File: config.mk
export PLATFORM = sky130hd
export DESIGN_NAME = reg_file_mp
export DESIGN_NICKNAME = d
export VERILOG_FILES = /design/src/rtl/rf_pkg.sv /design/src/rtl/rf_init_fsm.sv /design/src/rtl/reg_file_mp.sv
export SDC_FILE = /design/constraint.sdc
export NUM_CORES = 2
export LEC_CHECK = 0
export BUFFER_PORTS_ARGS = -buffer_cell sky130_fd_sc_hd__buf_2
export CAP_MARGIN = 20
export CORE_UTILIZATION = 30
export CTS_CLUSTER_SIZE = 30
export DETAILED_ROUTE_END_ITERATION = 8
export PLACE_DENSITY = 0.45
export SYNTH_ARGS = -nofsm -noshare
export SYNTH_HDL_FRONTEND = slang
export SYNTH_SLANG_ARGS = --single-unit
File: constraint.sdc
create_clock -name clock -period 17.04 [get_ports clock]
set_clock_uncertainty 0.2 [all_clocks]
set_input_delay 2.556 -clock clock [delete_from_list [all_inputs] [get_ports clock]]
set_output_delay 2.556 -clock clock [all_outputs]
set_load 0.005 [all_outputs]
File: src/rtl/rf_pkg.sv
// Shared types and helpers for the multi-port register file.
package rf_pkg;

  typedef enum logic {RF_INIT, RF_RUN} rf_state_t;

  localparam int RF_INIT_ZERO  = 0;
  localparam int RF_INIT_INDEX = 1;

  // Widest XLEN supported; callers slice the low XLEN bits.
  localparam int RF_MAX_XLEN = 128;

  function automatic logic [RF_MAX_XLEN-1:0] rf_init_val(input logic [31:0] idx,
                                                         input int          mode);
    return (mode == RF_INIT_INDEX) ? RF_MAX_XLEN'(idx) : '0;
  endfunction

endpackage

File: src/rtl/rf_init_fsm.sv
// Init engine: sweeps every register address once after reset or on request,
// then holds the file in RUN with ready asserted.
module rf_init_fsm
  import rf_pkg::*;
#(
  parameter  int NREGS = 32,
  localparam int AW    = $clog2(NREGS)
) (
  input  logic          clock,
  input  logic          reset,
  input  logic          init_req,
  output logic          init_we,
  output logic [AW-1:0] init_addr,
  output logic          ready
);

  rf_state_t     state_q;
  logic [AW-1:0] init_cnt_q;
  logic          ready_q;

  // NOTE: sequential state uses non-blocking assignments so every register
  // samples pre-edge values regardless of statement order.
  always_ff @(posedge clock) begin
    if (reset) begin
      state_q    <= RF_INIT;
      init_cnt_q <= '0;
      ready_q    <= 1'b0;
    end else begin
      case (state_q)
        RF_INIT: begin
          init_cnt_q <= init_cnt_q + AW'(1);
          if (init_cnt_q == AW'(NREGS - 1)) begin
            state_q <= RF_RUN;
            ready_q <= 1'b1;
          end
        end
        RF_RUN: begin
          if (init_req) begin
            state_q    <= RF_INIT;
            init_cnt_q <= '0;
            ready_q    <= 1'b0;
          end
        end
        default: begin
          state_q    <= RF_INIT;
          init_cnt_q <= '0;
          ready_q    <= 1'b0;
        end
      endcase
    end
  end

  assign init_we   = (state_q == RF_INIT) && !reset;
  assign init_addr = init_cnt_q;
  assign ready     = ready_q;

endmodule

File: src/rtl/reg_file_mp.sv
// Multi-port register file: NRD combinational read ports, NWR write ports with
// highest-port-wins collisions, optional write-to-read bypass, hardwired reg 0.
module reg_file_mp
  import rf_pkg::*;
#(
  parameter  int XLEN      = 64,
  parameter  int NREGS     = 32,
  parameter  int NRD       = 2,
  parameter  int NWR       = 2,
  parameter  int INIT_MODE = 1,
  parameter  int BYPASS    = 1,
  localparam int AW        = $clog2(NREGS)
) (
  input  logic                clock,
  input  logic                reset,
  input  logic                init_req,
  input  logic [NRD*AW-1:0]   read_reg,
  output logic [NRD*XLEN-1:0] read_data,
  input  logic [NWR*AW-1:0]   write_reg,
  input  logic [NWR*XLEN-1:0] write_data,
  input  logic [NWR-1:0]      regwrite,
  output logic                ready
);

  logic                   init_we;
  logic [AW-1:0]          init_addr;
  logic [RF_MAX_XLEN-1:0] init_val_full;
  logic [XLEN-1:0]        init_val;
  logic                   wr_commit;

  // NOTE: storage is deliberately left without a reset; the init engine
  // is the only thing that loads it, which keeps it a plain RAM array.
  logic [XLEN-1:0] mem [NREGS];

  rf_init_fsm #(.NREGS(NREGS)) u_init_fsm (
    .clock    (clock),
    .reset    (reset),
    .init_req (init_req),
    .init_we  (init_we),
    .init_addr(init_addr),
    .ready    (ready)
  );

  assign init_val_full = rf_init_val(32'(init_addr), INIT_MODE);
  assign init_val      = init_val_full[XLEN-1:0];

  // A RUN edge that also sees reset or init_req drops its port writes.
  assign wr_commit = ready && !reset && !init_req;

  // Ascending port order: the last non-blocking write to an address wins.
  always_ff @(posedge clock) begin
    if (init_we) begin
      mem[init_addr] <= init_val;
    end else if (wr_commit) begin
      for (int p = 0; p < NWR; p++) begin
        if (regwrite[p] && (write_reg[p*AW +: AW] != '0)) begin
          mem[write_reg[p*AW +: AW]] <= write_data[p*XLEN +: XLEN];
        end
      end
    end
  end

  // NOTE: read_data gets a full default first so no path leaves it unassigned
  // and no latch is inferred.
  always_comb begin
    read_data = '0;
    for (int k = 0; k < NRD; k++) begin
      if (ready && (read_reg[k*AW +: AW] != '0)) begin
        read_data[k*XLEN +: XLEN] = mem[read_reg[k*AW +: AW]];
        if (BYPASS != 0) begin
          for (int p = 0; p < NWR; p++) begin
            if (regwrite[p] && (write_reg[p*AW +: AW] == read_reg[k*AW +: AW])) begin
              read_data[k*XLEN +: XLEN] = write_data[p*XLEN +: XLEN];
            end
          end
        end
      end
    end
  end

endmodule

==> impl_results.md <==
- F_max: 91.3 MHz
- Met2 wire length: 246 mm
- Placer congestion estimate: 0.822
- Setup Fix Bufs, Post-CTS: 0
- Top cell type's share of synthesized area: 51.4%
- CTS tree: built
- WL per Instance: 37.1 µm
- Vias in the first global route: 86.0k
- Top cell by count, worst path: buf_4
- Die width: 633 µm
- Port Buffers: 281
- CP max-delay cell: buf_4
- Initial antenna violation count: 73
- Die height: 633 µm
- Unique masters post-synth: 68
- Synth top area cells: edfxtp_1 (51%), mux4_2 (20%), o21ai_0 (7.4%)
- # hold bufs at CTS: 0
- Initial Utilization: 30.2%
- Antenna Nets Post-Route: 0
- Worst hold slack: 0.393 ns
- Status: finished, final reports clean
- Cts bufs inserted: 243
- Tot Pwr: 11.5 mW
- Setup TNS: 0 ns
- DRT iter0 DRCs: 14.7k
- CP cell instances: buf_8, buf_4, buf_4, buf_4, buf_4, mux4_2, mux4_2, nand3_1, o221ai_1, buf_2
- GRT Overall Usage: 27.0%
- Root Driver: clkbuf_16
- Power Dens Cells: 86.8 nW/µm²
- Core area: 396,000 µm²
- Share of cells above drive strength 1: 21.2%
- LEAKAGE: 46.3 nW
- Count leader, synth: edfxtp_1
- Layout area overhead: 11.2%
- CTS resizes: 0
- Min-Delay Path Class: register to register
- DP HPWL: 300 mm
- Max-slew violations: 0
- Clock Pin Slew Worst Setup and Hold Paths: 0.06 ns
- VDD IR max: 0.0000983 V
- Final Hold Fails: 0
- Uppermost layer routed: met5
- Length of routed wiring on met1: 219 mm
- CP max FO: 47
- Synth Cell Area: 120,000 µm²
- Final Setup Violations: 0
- FF+latch count, synth: 2,055
- Post-synth EDFFs: 2,048
- Clock latency on the worst-skew pair: 0.95 ns
- First-pass GRT wire length: 749 mm
- CP startpoint kind: primary input
- Ys async rst share: 0%
- Min cycle time layout: 10.96 ns
- Largest net degree at the start of global routing: 141
- Via density per instance: 6.16
- Die area: 401,000 µm²
- Met3 Wirelength: 66.0 mm
- RSZ-0062 raised after global routing: no
- Synth warn: 0
- Vias: 92.3k
- Slew HR: 7.87%
- CP arrival: 8.20 ns
- # rows: 231
- Top cells by count, synth: edfxtp_1 (2,048), nand2_1 (1,974), o21ai_0 (1,779)
- Drt pass-1 iters: 6
- Drt drc: 0
- Worst EP required: 14.28 ns
- Synthesized Nets: 10.1k
- Sequential share of the synthesized area: 51.5%
- MaxCap Viol Count: 0
- Area leader, netlist: edfxtp_1
- Grt total ovfl: 0
- Clk buf depth: 4
- Synth Flop Type: edfxtp_1
- Period utilization: 64.3%
- Crit end category: primary output
- DRT Wirelength: 556 mm
- Slew @ Worst Pin: 1.38 ns
- Layout net count: 9,663
- Critical Path Max Stage Delay: 0.83 ns
- # IOs: 282
- Gate Count Post-Synth: 9,978
- Clock sink total: 2,055
- WS Path Type: primary input to primary output
- H-Tree Depth: 4
- Syn avg cell area: 12.0 µm²
flip-flops by register name, summed over array words and instances, names as in the netlist:
signal,cells
mem,2048
u_init_fsm.init_addr,5
u_init_fsm.ready,1
u_init_fsm.state_q,1
worst paths after layout:
kind	to	from	slack, ns	cells past startpoint
max	read_data[50]	read_reg[0]	6.08	10
min	u_init_fsm.init_addr[1]$_SDFFE_PP0P_	u_init_fsm.init_addr[1]$_SDFFE_PP0P_	0.39	2
max reg2reg	mem[11][44]$_DFFE_PP_	u_init_fsm.state_q$_SDFF_PP0_	10.47	8
min reg2reg	u_init_fsm.init_addr[1]$_SDFFE_PP0P_	u_init_fsm.init_addr[1]$_SDFFE_PP0P_	0.39	2
per-stage QoR:
stage,setup slack (ns),util [%],cells,cell area (µm²)
6_report,6.08,33.6,15000,133000
4_1_cts,5.96,33.5,14900,133000
3_3_place_gp,5.99,31.6,14500,125000
2_1_floorplan,7.43,-,9978,120000
5_1_grt,5.67,33.6,15000,133000
3_5_place_dp,5.96,31.6,14500,125000
where the power goes:
part	switching [mW]	leakage [nW]	internal [mW]
clock	2.31	3.71	2.90
combinational	0.541	20.1	0.264
sequential	0.0130	22.6	5.51
cell usage in the layout (no fill, tap or decap), drive strengths merged, types with 4 or more instances in the layout:
master and instances:
clkinvlp 4, a211oi 5, clkinv 119, and2 8, clkbuf 294, nand3b 6, bufinv 19, o221ai 71
o311ai 55, a31oi 69, nor2 237, nand3 158, o2111a 56, inv 189, xor2 12, and3 11
mux4 1081, o21ai 1873, buf 541, xnor2 8, nor2b 11, dfxtp 7, a21oi 222, diode 34
nand2 1974, or2 5, mux2 4, edfxtp 2048, a2111oi 5, nor3 95, o22ai 113, nand4 4
nand2b 16, mux2i 332, a22oi 14
worst max-delay path, delay by kind of cell:
kind                   cells  cell delay, ns
buffers and inverters      6            3.78
muxes                      2            1.14
and+or+nand+nor            1            0.12
AOI/OAI and AO/OA          1            0.37
metal layers:
| metal | GRT usage (%) | vias to the layer above |
|---|---|---|
| met5 | 0 | - |
| met4 | 10.6 | 22 |
| met3 | 6.28 | 1219 |
| met2 | 41.3 | 6746 |
| met1 | 37.1 | 47300 |
| li1 | - | 37000 |
layout make-up:
| class | count | area [µm²] |
|---|---|---|
| clock inverter | 146 | 1240 |
| sequential | 2055 | 61600 |
| inverter | 185 | 694 |
| clock buffer | 293 | 6310 |
| antenna | 34 | 85.1 |
| multi-input combinational | 6481 | 52700 |
| tap | 5242 | 6560 |
| timing repair buffer | 542 | 3830 |
| fill | 38600 | 263000 |
logic make-up after synthesis:
family                     after synthesis  share of synthesized area [%]
AOI/OAI and AO/OA                     2499                           11.5
xor gates and xnor gates                20                          0.146
adders and majority gates                2                         0.0209
buffers and inverters                 1442                           4.93
DFF                                   2055                           51.5
muxes                                 1417                           23.2
and+or+nand+nor                       2543                           8.70
No activity file was read; power rests on OpenSTA's default activity.
